--- config.mk ---
export PLATFORM = sky130hd
export DESIGN_NAME = sparce_skip_ctrl_flat
export DESIGN_NICKNAME = d
export VERILOG_FILES = /design/src/rtl/sparce_pkg.sv /design/src/rtl/sparce_skip_ctrl_if.sv /design/src/rtl/sparce_scoreboard.sv /design/src/rtl/sparce_skip_ctrl.sv /design/src/flat_wrapper.sv
export SDC_FILE = /design/constraint.sdc
export NUM_CORES = 1
export LEC_CHECK = 0
export BUFFER_PORTS_ARGS = -buffer_cell sky130_fd_sc_hd__buf_2
export CAP_MARGIN = 15
export CORE_MARGIN = 2
export CORE_UTILIZATION = 30
export DETAILED_ROUTE_END_ITERATION = 10
export HOLD_SLACK_MARGIN = 0.06
export PLACE_DENSITY = 0.47
export SYNTH_ARGS = -nofsm -noshare
export SYNTH_HDL_FRONTEND = slang
export SYNTH_SLANG_ARGS = --single-unit
--- constraint.sdc ---
create_clock -name CLK -period 2.33 [get_ports CLK]
set_input_delay 0.233 -clock CLK [delete_from_list [all_inputs] [get_ports CLK]]
set_output_delay 0.233 -clock CLK [all_outputs]
set_load 0.05 [all_outputs]
--- src/rtl/sparce_pkg.sv ---
// rtl/sparce_pkg.sv - shared types and helpers for the SPARCE skip sequencer
package sparce_pkg;

    localparam int SKIP_W_DEF = 5;

    typedef enum logic [1:0] {
        ST_IDLE,
        ST_CHECK,
        ST_WAIT,
        ST_SKIP
    } state_t;

    // insns is held at full width so any SKIP_W fits
    typedef struct packed {
        logic [31:0] pc;
        logic [4:0]  rs1;
        logic [4:0]  rs2;
        logic        and_op;
        logic [31:0] insns;
    } skip_desc_t;

    // Redirect lands on the instruction after the skipped run; wraps mod 2^32
    function automatic logic [31:0] skip_target(input logic [31:0] pc, input logic [31:0] insns);
        return pc + ((insns + 32'd1) << 2);
    endfunction

endpackage

--- src/rtl/sparce_skip_ctrl_if.sv ---
// rtl/sparce_skip_ctrl_if.sv - redirect handshake from the skip sequencer to fetch
interface sparce_skip_ctrl_if;
    logic        skip_valid;
    logic        skip_ready;
    logic [31:0] skip_pc;

    modport master (output skip_valid, output skip_pc, input skip_ready);
    modport slave  (input skip_valid, input skip_pc, output skip_ready);
endinterface

--- src/rtl/sparce_scoreboard.sv ---
// rtl/sparce_scoreboard.sv - in-flight writer bits for x1..x31 with writeback bypass
module sparce_scoreboard (
    input  logic       CLK,
    input  logic       nRST,
    input  logic       iss_en_i,
    input  logic [4:0] iss_rd_i,
    input  logic       wb_en_i,
    input  logic [4:0] wb_rd_i,
    input  logic       flush_i,
    input  logic [4:0] src1_i,
    input  logic [4:0] src2_i,
    output logic       pend1_o,
    output logic       pend2_o
);

    logic [31:1] pend_q;
    logic [31:1] pend_d;
    logic [31:0] pend_vec;

    // A same-cycle issue to the register being written back keeps it pending
    always_comb begin
        pend_d = '0;
        for (int i = 1; i < 32; i++) begin
            pend_d[i] = (iss_en_i && iss_rd_i == 5'(i)) ||
                        (pend_q[i] && !(wb_en_i && wb_rd_i == 5'(i)));
        end
        if (flush_i) pend_d = '0;
    end

    always_ff @(posedge CLK or negedge nRST) begin
        if (!nRST) pend_q <= '0;
        else       pend_q <= pend_d;
    end

    assign pend_vec = {pend_q, 1'b0};
    assign pend1_o  = pend_vec[src1_i] && !(wb_en_i && wb_rd_i == src1_i);
    assign pend2_o  = pend_vec[src2_i] && !(wb_en_i && wb_rd_i == src2_i);

endmodule

--- src/rtl/sparce_skip_ctrl.sv ---
// rtl/sparce_skip_ctrl.sv - turns a SASA hit into a committed skip redirect
// Optional WAIT timeout enabled by defining SPARCE_SKIP_TIMEOUT_EN.
module sparce_skip_ctrl
    import sparce_pkg::*;
#(
    parameter int SKIP_W         = SKIP_W_DEF,
    parameter int TIMEOUT_CYCLES = 16
) (
    input  logic              CLK,
    input  logic              nRST,
    input  logic              sasa_hit,
    input  logic [31:0]       sasa_pc,
    input  logic [4:0]        sasa_rs1,
    input  logic [4:0]        sasa_rs2,
    input  logic              sasa_and,
    input  logic [SKIP_W-1:0] sasa_insns,
    input  logic              iss_en,
    input  logic [4:0]        iss_rd,
    input  logic              wb_en,
    input  logic [4:0]        wb_rd,
    input  logic              rs1_sparsity,
    input  logic              rs2_sparsity,
    output logic [4:0]        sprf_rs1,
    output logic [4:0]        sprf_rs2,
    input  logic              abort,
    input  logic              flush,
    sparce_skip_ctrl_if.master skip,
    output logic              busy
);

    state_t      state_q;
    skip_desc_t  desc_q;
    logic        skip_valid_q;
    logic        busy_q;
    logic [31:0] skip_pc_q;
    logic        pend1;
    logic        pend2;
    logic        cond;
    logic        kill;

`ifdef SPARCE_SKIP_TIMEOUT_EN
    localparam int CNT_W = $clog2(TIMEOUT_CYCLES + 1);
    logic [CNT_W-1:0] wait_cnt_q;
`endif

    sparce_scoreboard u_sb (
        .CLK      (CLK),
        .nRST     (nRST),
        .iss_en_i (iss_en),
        .iss_rd_i (iss_rd),
        .wb_en_i  (wb_en),
        .wb_rd_i  (wb_rd),
        .flush_i  (flush),
        .src1_i   (desc_q.rs1),
        .src2_i   (desc_q.rs2),
        .pend1_o  (pend1),
        .pend2_o  (pend2)
    );

    assign kill = abort | flush;
    assign cond = desc_q.and_op ? (rs1_sparsity & rs2_sparsity)
                                : (rs1_sparsity | rs2_sparsity);

    always_ff @(posedge CLK or negedge nRST) begin
        if (!nRST) begin
            state_q      <= ST_IDLE;
            desc_q       <= '0;
            skip_valid_q <= 1'b0;
            busy_q       <= 1'b0;
            skip_pc_q    <= '0;
`ifdef SPARCE_SKIP_TIMEOUT_EN
            wait_cnt_q   <= '0;
`endif
        end else begin
            case (state_q)
                ST_IDLE: begin
                    if (!kill && sasa_hit && sasa_insns != '0) begin
                        desc_q  <= '{pc: sasa_pc, rs1: sasa_rs1, rs2: sasa_rs2,
                                     and_op: sasa_and, insns: 32'(sasa_insns)};
                        state_q <= ST_CHECK;
                        busy_q  <= 1'b1;
                    end
                end
                ST_CHECK, ST_WAIT: begin
                    if (kill) begin
                        state_q <= ST_IDLE;
                        busy_q  <= 1'b0;
                    end else if (pend1 || pend2) begin
`ifdef SPARCE_SKIP_TIMEOUT_EN
                        if (state_q == ST_CHECK) begin
                            state_q    <= ST_WAIT;
                            wait_cnt_q <= '0;
                        end else if (wait_cnt_q == CNT_W'(TIMEOUT_CYCLES - 1)) begin
                            state_q <= ST_IDLE;
                            busy_q  <= 1'b0;
                        end else begin
                            wait_cnt_q <= wait_cnt_q + 1'b1;
                        end
`else
                        state_q <= ST_WAIT;
`endif
                    end else if (cond) begin
                        state_q      <= ST_SKIP;
                        skip_valid_q <= 1'b1;
                        skip_pc_q    <= skip_target(desc_q.pc, desc_q.insns);
                    end else begin
                        state_q <= ST_IDLE;
                        busy_q  <= 1'b0;
                    end
                end
                ST_SKIP: begin
                    if (kill || skip.skip_ready) begin
                        state_q      <= ST_IDLE;
                        skip_valid_q <= 1'b0;
                        busy_q       <= 1'b0;
                    end
                end
                default: begin
                    state_q      <= ST_IDLE;
                    skip_valid_q <= 1'b0;
                    busy_q       <= 1'b0;
                end
            endcase
        end
    end

    assign sprf_rs1        = (state_q == ST_IDLE) ? 5'd0 : desc_q.rs1;
    assign sprf_rs2        = (state_q == ST_IDLE) ? 5'd0 : desc_q.rs2;
    assign skip.skip_valid = skip_valid_q;
    assign skip.skip_pc    = skip_pc_q;
    assign busy            = busy_q;

endmodule

--- src/flat_wrapper.sv ---
// flat-port wrapper written by rule: the top's interface ports become plain ports
module sparce_skip_ctrl_flat import sparce_pkg::*;
#(
    parameter int SKIP_W         = SKIP_W_DEF,
    parameter int TIMEOUT_CYCLES = 16
)
  (CLK, nRST, sasa_hit, sasa_pc, sasa_rs1, sasa_rs2, sasa_and, sasa_insns, iss_en, iss_rd, wb_en, wb_rd, rs1_sparsity, rs2_sparsity, sprf_rs1, sprf_rs2, abort, flush, busy, skip_skip_valid, skip_skip_pc, skip_skip_ready);
  sparce_skip_ctrl_if skip_i ();
  input  logic CLK;
  input  logic nRST;
  input  logic sasa_hit;
  input  logic [31:0] sasa_pc;
  input  logic [4:0] sasa_rs1;
  input  logic [4:0] sasa_rs2;
  input  logic sasa_and;
  input  logic [SKIP_W-1:0] sasa_insns;
  input  logic iss_en;
  input  logic [4:0] iss_rd;
  input  logic wb_en;
  input  logic [4:0] wb_rd;
  input  logic rs1_sparsity;
  input  logic rs2_sparsity;
  output logic [4:0] sprf_rs1;
  output logic [4:0] sprf_rs2;
  input  logic abort;
  input  logic flush;
  output logic busy;
  output wire logic [$bits(skip_i.skip_valid)-1:0] skip_skip_valid;
  output wire logic [$bits(skip_i.skip_pc)-1:0] skip_skip_pc;
  input wire logic [$bits(skip_i.skip_ready)-1:0] skip_skip_ready;
  assign skip_skip_valid = skip_i.skip_valid;
  assign skip_skip_pc = skip_i.skip_pc;
  assign skip_i.skip_ready = skip_skip_ready;
  sparce_skip_ctrl #(.SKIP_W(SKIP_W), .TIMEOUT_CYCLES(TIMEOUT_CYCLES)) u_core (.CLK(CLK), .nRST(nRST), .sasa_hit(sasa_hit), .sasa_pc(sasa_pc), .sasa_rs1(sasa_rs1), .sasa_rs2(sasa_rs2), .sasa_and(sasa_and), .sasa_insns(sasa_insns), .iss_en(iss_en), .iss_rd(iss_rd), .wb_en(wb_en), .wb_rd(wb_rd), .rs1_sparsity(rs1_sparsity), .rs2_sparsity(rs2_sparsity), .sprf_rs1(sprf_rs1), .sprf_rs2(sprf_rs2), .abort(abort), .flush(flush), .skip(skip_i), .busy(busy));
endmodule
; Word level (Yosys, flattened, before mapping)
; Index checks and enable logic that the tools add are counted.
[word_totals]
wordCells = 292
output_inout_bits = 44
regBits = 115
inputBits = 68
[classes]
add_sub_neg = 2
n_reduce_logical = 175
n_bitwise = 5
eq_ne = 74
muxes = 24
n_lt_le_gt_ge = 2
[op_table]
columns = op, n
row1 = $eq A5 B5 Y1 const B, 32
row2 = $logic_and A1 B1 Y1, 99
row3 = $eq A5 B4 Y1 const B, 16
row4 = $eq A5 B3 Y1 const B, 8
row5 = $logic_not A1 Y1, 34
row6 = $logic_or A1 B1 Y1, 33
row7 = $add A32 B32 Y32, 1
row8 = $mux W31, 1
row9 = $eq A5 B2 Y1 const B, 4
row10 = $lt A5 B6 Y1 const B, 2
row11 = $mux W1, 11
row12 = $bmux W1 S5, 2
row13 = $eq A5 B1 Y1 const B, 2
row14 = $eq A5 B5 Y1, 2
row15 = $mux W2, 5
row16 = $mux W5, 2
row17 = $reduce_and A4 Y1, 2
row18 = $add A5 B1 Y6 const B, 1
row19 = $ne A2 B1 Y1 const B, 3
row20 = $pmux W2 S3, 1
row21 = $reduce_and A5 Y1, 1
row22 = $reduce_bool A5 Y1, 1
row23 = $eq A2 B2 Y1 const B, 2
row24 = $ne A2 B2 Y1 const B, 2
row25 = 12 further kinds, 15

; Logic depth before layout (Yosys ltp)
; Gate-level depths: netlist (run 1).
[logic_depth]
depth_word = 8
ltp_mapped = 11

; Hierarchy
; A second synthesis (run 1) with hierarchy kept.
[hier_totals]
cells_unflattened = 589
area_unflattened_um2 = 6339.8
[modules_own_cells]
columns = module, instances, area_each_um2, cells_per_inst
row1 = sparce_skip_ctrl, 1, 4154.0, 345
row2 = sparce_scoreboard, 1, 2185.8, 244

; Worst setup path before layout (run 1)
; Ideal clock, no wire load.
[synth_path]
path_type = reg2reg
start = reg u_core.desc_q[0] in the netlist's numbering
end = reg u_core.skip_pc_q[31] (netlist: u_core.skip.skip_pc[31])
path_stages_with_launch = 12
t_required_ns = 2.205
arrival_ns = 2.415
slack_ns = -0.210
period_less_slack_ns = 2.540
cell_sequence = dfrtp_1 > ha_1 > xor2_1 > ha_1 > o21ai_0 > o21bai_1 > a31o_2 > nor2b_1 > clkbuf_1 > nand4_1 > xnor2_1 > mux2_4
[synth_via]
elab_chain_len = 2
[synth_lines]
columns = item, line_no
row1 = from (decl), sparce_skip_ctrl.sv:32  ; skip_desc_t desc_q;
row2 = from (signal assigned), sparce_skip_ctrl.sv:78  ; desc_q <= '{pc: sasa_pc, rs1: sasa_rs1, rs2: sasa_rs2,
row3 = $add A5 B1 Y6, sparce_pkg.sv:24  ; return pc + ((insns + 32'd1) << 2);
row4 = $add A32 B32 Y32, sparce_pkg.sv:24
row5 = to (signal assigned), sparce_skip_ctrl.sv:105  ; skip_pc_q <= skip_target(desc_q.pc, desc_q.insns);
row6 = to (decl), sparce_skip_ctrl.sv:35  ; logic [31:0] skip_pc_q;
; Every way passes these cells.
; A chain may end at the register's enable or synchronous reset.

; Final worst setup path (run 1)
[layout_path]
start = reg u_core.desc_q[0] in the netlist's numbering
end = reg u_core.skip_pc_q[18] (netlist: u_core.skip.skip_pc[18])
; The elaborated chain is that of the path after synthesis.

==> results.cfg, run 1 <==
[global_route]
antenna_found_initial = 0
grt_pass1_vias = 5266
overflow = 0
grt_max_degree = 38
grt_first_pass_wirelength_um = 28100
grt_usage = 0.169

[floorplan]
start_util = 0.305
num_rows = 52
die_w_um = 147
die_y_um = 147
die_area_mm2 = 0.0216
ios = 112
coreArea_mm2 = 0.0202

[worst_setup_path]
crit_slowest_cell = dfrtp_2
start_kind = flip-flop
path_cells = ha_4 -> fa_2 -> a21o_1 -> a21oi_4 -> o21a_1 -> nor3_4 -> buf_12 -> and4_1 -> xnor2_1 -> o21ai_1
cp.required_ns = 2.62
cp_top_family = compound AO/OA/AOI/OAI gates
cp.buffers_inverters = 1
worstSetupPathType = flip-flop to flip-flop
arrival_ns = 2.70
cpPeakStageDelay_ns = 0.43
cp_max_fo = 9
cp-end-kind = flip-flop

[clock_network]
clock-sinks = 115
max-clock-path-buffers = 2
htree_levels = 4
cts_root_buffer = clkbuf_16
insertion_delay_ns = 0.41
clkTransAtPathRegs_ns = 0.05
cts_tree = done
cts_buffers = 17

[timing]
drv_slew = 0
hold_ws_ns = 0.0736
hold_viol_final = 0
rsz0062_at_grt = yes
slew_headroom = 0.433
fin_crit_sh = 1.03
tightestPinTransition_ns = 0.848
fin_tns_setup_ns = -0.941
finalSetupViolCount = 26
fmaxAchievable_ghz = 0.415
setup_slack_ns = -0.0768
fin_crit_ns = 2.41
skew_ns = 0.00738

[placement]
gp_routability_congestion = 0.900
numPortBuffers = 111
dp_hpwl_um = 13000
dpl-instance-area_mm2 = 0.00727

[detailed_routing]
dr.pass1.iters = 4
routed_wl_um = 18100
drt-initial-drc-count = 291
drc_errors = 0
num_vias = 5125
avgRoutedWirePerCell_um = 17.1
drtAntennaViolNets = 0
via_per_inst = 4.83

[logic_synthesis]
synth_warnings = 0
seq_area_frac_synth = 0.468
syn_inst = 594
synth_area_mm2 = 0.00614
syn_nets = 672
synth_cell_types = 48
ys_seq_elements = 115
avgSynthCellArea_um2 = 10.3

[final_layout]
diodes = 0
syn_to_final_growth_pct = 42.2
layout.nets = 857
fin_area_mm2 = 0.00874
drive_gt1_frac = 0.400

[status]
status = finished, violations left
violations = negative setup slack

[power]
cellLeakagePower_nw = 3.89
ir_drop_v = 0.000507
power.density_mw_per_mm2 = 1370

[hold_path]
hold_path_class = primary input to flip-flop

[job]
max_cap_violations = 0
## placed cells by master (no fill, tap or decap), types with 4 or more instances in the layout
cell           count
xnor2_1            9
o21ai_1           17
buf_2            110
nand2_2           13
nor2b_1           22
ha_1               6
buf_6              9
dlygate4sd3_1     27
o21ai_2            8
mux4_2             7
a21o_1             5
a21oi_1           38
nor2_1            17
mux2_2            48
mux2i_1           16
nand2_4            6
xor2_1            28
clkbuf_16         22
mux2_4             6
dfrtp_1          112
nor3_1             5
buf_4             38
buf_12             8
and3_1             4
inv_1              7
nand2_1           63
clkbuf_8           5
clkbuf_1           4
nand2b_1           9
nand3_1           14
a211oi_1           5
o21ai_0           35
nand4_1            5
## per-layer routing
metal / wire (µm) / vias to the layer above / track usage
met2: 8840 / 125 / 0.276
met1: 7760 / 2498 / 0.214
met5: 0 / - / 0
met4: 565 / 0 / 0.0784
li1: - / 2470 / -
met3: 916 / 32 / 0.0370
## cell type report
| cell class | instances | area [µm²] |
|---|---|---|
| Tap cell | 270 | 338 |
| Timing Repair Buffer | 198 | 1510 |
| Inverter | 7 | 26.3 |
| Clock inverter | 4 | 95.1 |
| Clock buffer | 26 | 509 |
| Sequential cell | 115 | 2880 |
| Fill cell | 1916 | 11400 |
| Multi-Input combinational cell | 440 | 3380 |
## synthesized netlist by cell type (all sizes together)
cell,count,area (µm²)
nor2,18,67.6
o311a,1,10.0
buf,12,81.3
mux4,8,184
nand2,82,308
or3,1,6.26
nand4,5,31.3
clkbuf,20,77.6
mux2i,17,170
a31oi,3,18.8
fa,1,20.0
nand2b,9,56.3
o2bb2ai,1,8.76
o21ai,61,305
a21o,5,37.5
xnor2,11,96.3
and4,2,17.5
and3,5,31.3
nor2b,23,144
dfrtp,115,2880
and2,2,12.5
xor2,30,263
a22o,3,26.3
nor4,6,43.8
o211ai,3,27.5
ha,9,113
mux2,54,631
inv,7,26.3
nand3b,1,7.51
o21bai,3,22.5
a31o,1,8.76
a211oi,6,45.0
or2,1,6.26
a21oi,40,200
o21a,3,22.5
nor3,7,40.0
a22oi,2,20.0
nand3,16,80.1
## worst reg2reg max path: cells and delay by family (launching register included)
kind	cells	cell delay [ns]
xor+xnor	1	0.14
fa+ha+maj	2	0.67
simple gates	2	0.25
compound gates	4	0.67
buf+inv	1	0.14
flops	1	0.43
## through the flow
stage	total power [mW]	cells	util	setup WS, ns
after CTS	11.5	1050	0.414	-0.0291
after detailed placement	8.24	981	0.360	-0.371
after global routing	12.7	1060	0.433	-0.210
final	12.0	1060	0.433	-0.0768
after global placement	8.16	981	0.360	-0.357
after floorplan	6.76	594	-	-0.0239
## power by group
| group | leakage (nW) | internal [mW] | switching [mW] |
|---|---|---|---|
| combinational | 2.13 | 2.65 | 3.26 |
| clock | 0.296 | 1.81 | 0.851 |
| sequential | 1.46 | 2.70 | 0.719 |
| total | 3.89 | 7.16 | 4.83 |
## flip-flops by register name, indices dropped and copies added, names as in the netlist
| name | cells |
|---|---|
| u_core.skip.skip_valid | 1 |
| u_core.u_sb.pend_q | 31 |
| u_core.desc_q | 48 |
| u_core.state_q | 2 |
| u_core.busy | 1 |
| u_core.skip.skip_pc | 32 |
## what timing repair did
action,in CTS,in global routing
buffers inserted,12,6
hold buffers,27,0
setup endpoints to repair,36,36
cloned,0,5
pin swaps,15,38
resized for setup,25,76
hold endpoints to repair,50,0
## kinds of logic after synthesis
| group | Yosys count | synth area share |
|---|---|---|
| fa+ha+maj | 10 | 0.0216 |
| mux | 79 | 0.160 |
| buf+inv | 39 | 0.0301 |
| xor+xnor | 41 | 0.0584 |
| simple gates | 178 | 0.139 |
| flops | 115 | 0.468 |
| compound gates | 132 | 0.123 |
## worst paths after layout
kind                       slack, ns  depth (start not counted)                             endpoint                                start
max in group asynchronous       1.35                          3        u_core.desc_q[49]$_DFFE_PN0P_                                 nRST
max                            -0.08                         10  u_core.skip.skip_pc[18]$_DFFE_PN0P_         u_core.desc_q[0]$_DFFE_PN0P_
max reg2reg                    -0.08                         10  u_core.skip.skip_pc[18]$_DFFE_PN0P_         u_core.desc_q[0]$_DFFE_PN0P_
min reg2reg                     0.47                          2  u_core.skip.skip_pc[14]$_DFFE_PN0P_  u_core.skip.skip_pc[14]$_DFFE_PN0P_
min in group asynchronous       0.31                          2        u_core.desc_q[33]$_DFFE_PN0P_                                 nRST
min                             0.07                          2        u_core.desc_q[39]$_DFFE_PN0P_                          sasa_rs1[1]
(Power assumes the default switching activity.)
==> run 2: changes to the inputs <==
Settings changed: PLACE_DENSITY 0.47 to 0.62, REMOVE_ABC_BUFFERS set to 1, SLEW_MARGIN set to 10.
==> run 2 against run 1 <==
The flow still finishes with violations (negative setup slack); clock power shrank 5%; die area is the same; critical path depth shrank 2; largest cell class unchanged; largest power group unchanged; highest routed layer unchanged.
==> results.cfg, run 2 (synthesis results as in run 1) <==
[worst_setup_path]
worstSetupPathType = flip-flop to flip-flop
cpPeakStageDelay_ns = 0.56
cp.required_ns = 2.63
path_cells = mux4_2 -> mux2i_1 -> mux2i_1 -> a22oi_2 -> o211ai_4 -> buf_12 -> buf_12 -> mux2_4
cp.buffers_inverters = 2
start_kind = flip-flop
cp-end-kind = flip-flop
cp_top_family = multiplexers
cp.depth = 8
reg2regPathDepth = 8
crit_slowest_cell = mux4_2
cp_max_fo = 6
arrival_ns = 2.68

[timing]
hold_ws_ns = 0.0725
finalSetupViolCount = 19
rsz0062_at_grt = yes
fin_crit_sh = 1.02
fmaxAchievable_ghz = 0.420
setup_slack_ns = -0.0516
slew_headroom = 0.462
skew_ns = 0.0103
drv_slew = 0
hold_viol_final = 0
fin_crit_ns = 2.38
tightestPinTransition_ns = 0.806
fin_tns_setup_ns = -0.516

[final_layout]
diodes = 0
top_register = u_core.desc_q
drive_gt1_frac = 0.377
fin_cells = 1076
mostFrequentLayoutCells = dfrtp_1, buf_2, nand2_1, mux2_2
multi_input_area_mm2 = 0.00326
syn_to_final_growth_pct = 40.9
postLayoutCoreUtil = 0.429
fin_area_mm2 = 0.00866
largest_reg_flops = 48
fillerInstances = 1957
final_common_cell = dfrtp_1
final-seq-area_mm2 = 0.00288
layout.nets = 871

[power]
cellLeakagePower_nw = 3.85
power_frac_comb = 0.484
pwr-share-seq = 0.297
p_int_mw = 6.67
swShare = 0.420
total_power_mw = 11.5
p_clk_frac = 0.220
power.density_mw_per_mm2 = 1330
p_sw_mw = 4.83
ir_drop_v = 0.000463

[placement]
numPortBuffers = 111
dpl.cell_count = 988
dpl-instance-area_mm2 = 0.00732
gp_routability_congestion = 0.859
dp_hpwl_um = 12200
pre_cts_ws_ns = -0.353

[global_route]
antenna_found_initial = 0
grt_first_pass_wirelength_um = 26900
grt_max_degree = 41
overflow = 0
grt_usage = 0.160
grt_pass1_vias = 5231

[detailed_routing]
via_per_inst = 4.79
routed_wl_um = 17100
drtAntennaViolNets = 0
drc_errors = 0
drt-initial-drc-count = 316
num_vias = 5153
avgRoutedWirePerCell_um = 15.9
dr.pass1.iters = 4

[clock_network]
cts_buffers = 17
clkTransAtPathRegs_ns = 0.06
insertion_delay_ns = 0.42
cts_tree = done
clock-sinks = 115
htree_levels = 4
cts_root_buffer = clkbuf_16
max-clock-path-buffers = 2

[floorplan]
die_w_um = 147
num_rows = 52
die_area_mm2 = 0.0216
ios = 112
die_y_um = 147
start_util = 0.305
coreArea_mm2 = 0.0202

[status]
status = finished, violations left
violations = negative setup slack

[job]
max_cap_violations = 0

[hold_path]
hold_path_class = primary input to flip-flop
hold_depth = 2
[run 2: routing by layer]
metal	global-route usage	share of wire
met5	0	0
met4	0.0726	0.023
met3	0.0360	0.049
met2	0.258	0.48
met1	0.206	0.45
[run 2: path summary, 6_finish.rpt]
check | start | end | slack (ns)
max | u_core.desc_q[34]$_DFFE_PN0P_ | u_core.skip.skip_pc[3]$_DFFE_PN0P_ | -0.05
min | sasa_pc[22] | u_core.desc_q[65]$_DFFE_PN0P_ | 0.07
max reg2reg | u_core.desc_q[34]$_DFFE_PN0P_ | u_core.skip.skip_pc[3]$_DFFE_PN0P_ | -0.05
min reg2reg | u_core.skip.skip_pc[5]$_DFFE_PN0P_ | u_core.skip.skip_pc[5]$_DFFE_PN0P_ | 0.47
max in group asynchronous | nRST | u_core.u_sb.pend_q[26]$_DFF_PN0_ | 1.31
min in group asynchronous | nRST | u_core.u_sb.pend_q[16]$_DFF_PN0_ | 0.32
[run 2: area by class of cell]
class	count	area share
sequential	115	0.333
multi-input combinational	440	0.376
inverter	7	0.00303
timing repair buffer	212	0.183
tap	270	0.0390
clock buffer	17	0.0491
clock inverter	15	0.0172
[run 2: worst reg2reg max path: cells and delay by family, from the launching register on]
family                 cells  cell delay, ns
AO/OA/AOI/OAI              2            0.39
buffers and inverters      2            0.29
flip-flops                 1            0.48
multiplexers               4            1.09
[run 2: power groups by stage]
stage | Combinational, mW | Sequential [mW] | Clock, mW
final | 5.56 | 3.41 | 2.53
after global routing | 6.00 | 3.53 | 2.67
after CTS | 5.22 | 3.37 | 2.58
after detailed placement | 4.92 | 3.38 | 0
after global placement | 4.85 | 3.38 | 0
after floorplan | 2.45 | 4.17 | 0
[run 2: repair_timing]
| action | in CTS | in global routing |
|---|---|---|
| hold buffers | 41 | 1 |
| pin swaps | 15 | 18 |
| hold endpoints to repair | 70 | 1 |
| gates resized for setup | 15 | 58 |
| endpoints found under the setup margin | 33 | 35 |
| buffers inserted | 6 | 8 |
| cloned | 0 | 0 |
==> run 3: changes to the inputs <==
Settings changed: CORE_MARGIN 2 to unset, CTS_BUF_LIST set to sky130_fd_sc_hd__clkbuf_2, PLACE_DENSITY 0.62 to 0.6.
Clock period 2.33 ns to 2.25 ns, I/O delays scaled along.
==> run 3 against run 2 <==
The flow still finishes with violations (negative setup slack); first-iteration DRC count is 0.95% lower; design area is 2.5% higher; power is 0.84% lower; hold slack better by 0.10 ns; critical path depth is 5 higher; via count is 3.8% higher; maximum frequency is 1.7% lower; global-route usage is 1.5 points higher; largest cell class unchanged.
==> results.cfg, run 3 (synthesis results as in run 1) <==
[timing]
fmaxAchievable_ghz = 0.413
finalSetupViolCount = 33
skew_ns = 0.0398
drv_slew = 0
fin_crit_sh = 1.08
tightestPinTransition_ns = 0.797
hold_ws_ns = 0.177
rsz0062_at_grt = yes
fin_crit_ns = 2.42
slew_headroom = 0.468
hold_viol_final = 0
setup_slack_ns = -0.174

[final_layout]
mostFrequentLayoutCells = dfrtp_1, buf_2, dlygate4sd3_1, nand2_1, mux2_2
largest_reg_flops = 48
final_common_cell = dfrtp_1
top_register = u_core.desc_q
layout.nets = 904
multi_input_area_mm2 = 0.00332
syn_to_final_growth_pct = 44.4
final-seq-area_mm2 = 0.00288
fillerInstances = 1891
postLayoutCoreUtil = 0.449
drive_gt1_frac = 0.379

[power]
power.density_mw_per_mm2 = 1290
cellLeakagePower_nw = 3.95
total_power_mw = 11.4
ir_drop_v = 0.000471

[status]
violations = negative setup slack
status = finished, violations left

[worst_setup_path]
startpoint = u_core.desc_q[1]$_DFFE_PN0P_
rr_endpoint = u_core.skip.skip_pc[13]$_DFFE_PN0P_
crit_end = u_core.skip.skip_pc[13]$_DFFE_PN0P_
reg2regPathDepth = 13
crit-reg2reg-launch = u_core.desc_q[1]$_DFFE_PN0P_
cp.required_ns = 2.88
worstSetupPathType = flip-flop to flip-flop
cp-end-kind = flip-flop
arrival_ns = 3.05
r2r_slack_ns = -0.17
cp_max_fo = 6
start_kind = flip-flop

[clock_network]
cts_tree = done
insertion_delay_ns = 0.70
clock-sinks = 115
cts_root_buffer = clkbuf_2
cts_buffers = 17
max-clock-path-buffers = 2
htree_levels = 4
clkTransAtPathRegs_ns = 0.18

[hold_path]
hold_path_class = primary input to flip-flop

[detailed_routing]
avgRoutedWirePerCell_um = 16.7
drc_errors = 0
drt-initial-drc-count = 313
routed_wl_um = 18500
via_per_inst = 4.84
num_vias = 5347
dr.pass1.iters = 5
drtAntennaViolNets = 0

[global_route]
grt_pass1_vias = 5358
grt_usage = 0.175
antenna_found_initial = 1
overflow = 0
grt_max_degree = 37
grt_first_pass_wirelength_um = 28500

[floorplan]
coreArea_mm2 = 0.0198
num_rows = 51
die_area_mm2 = 0.0211
die_w_um = 145
die_y_um = 145
start_util = 0.311
ios = 112

[placement]
pre_cts_ws_ns = -0.438
dp_hpwl_um = 12100
gp_routability_congestion = 0.839
numPortBuffers = 111

[job]
max_cap_violations = 0
## run 3: what timing repair did
action	CTS	global route
cloned	0	5
gates resized for setup	39	65
pin swaps	14	20
buffers inserted	11	6
hold endpoints to repair	198	0
endpoints found under the setup margin	46	42
hold buffers	72	0
## run 3: worst max-delay path, stage by stage, from the launching register on
cell and delay, ns:
dfrtp_1 0.43, buf_6 0.12, nand3_2 0.10, xnor2_1 0.14, ha_1 0.34, o21ai_1 0.12, o21bai_2 0.09, a31o_2 0.26
nor2b_4 0.13, buf_6 0.14, buf_6 0.13, buf_4 0.13, xnor2_2 0.12, o21ai_1 0.12
## run 3: worst min-delay path by stage
| stage | from | end | slack [ns] | depth (start not counted) |
|---|---|---|---|---|
| after floorplan | nRST | u_core.busy$_DFFE_PN0P_ | -0.07 | 0 |
| after global placement | nRST | u_core.u_sb.pend_q[22]$_DFF_PN0_ | 0.26 | 1 |
| after detailed placement | nRST | u_core.u_sb.pend_q[22]$_DFF_PN0_ | 0.27 | 1 |
| after CTS | wb_rd[3] | u_core.u_sb.pend_q[14]$_DFF_PN0_ | 0.09 | 5 |
| after global routing | wb_rd[3] | u_core.u_sb.pend_q[14]$_DFF_PN0_ | 0.16 | 5 |
| final | wb_rd[3] | u_core.u_sb.pend_q[15]$_DFF_PN0_ | 0.18 | 5 |
## run 3: where the power goes
part | internal [mW] | switching, mW
clock network | 0.841 | 0.844
registers | 2.78 | 0.718
logic | 2.82 | 3.40
## run 3: area by class of cell
type | count | area share
flip-flops and latches | 115 | 0.325
clock buffers | 18 | 0.0102
multi-input cells | 440 | 0.375
clock inverters | 14 | 0.0237
well taps | 265 | 0.0374
inverters | 7 | 0.00296
diodes | 1 | 0.000282
repair buffers | 245 | 0.226
## run 3: metrics by stage
step / setup TNS [ns] / area [µm²] / cells
final: -2.23 / 8870 / 1105
after detailed placement: -7.33 / 7290 / 979
after global placement: -6.93 / 7290 / 979
after CTS: -2.24 / 8540 / 1094
after global routing: -6.44 / 8870 / 1105
after floorplan: -46.11 / 5990 / 562
## run 3: layer usage
metal  vias to the layer above  track usage  part of all wire
li1                       2563            -                 -
met3                        35       0.0440             0.055
met4                         0       0.0737             0.026
met5                         -            0                 0
met2                       184        0.279              0.47
met1                      2565        0.224              0.45
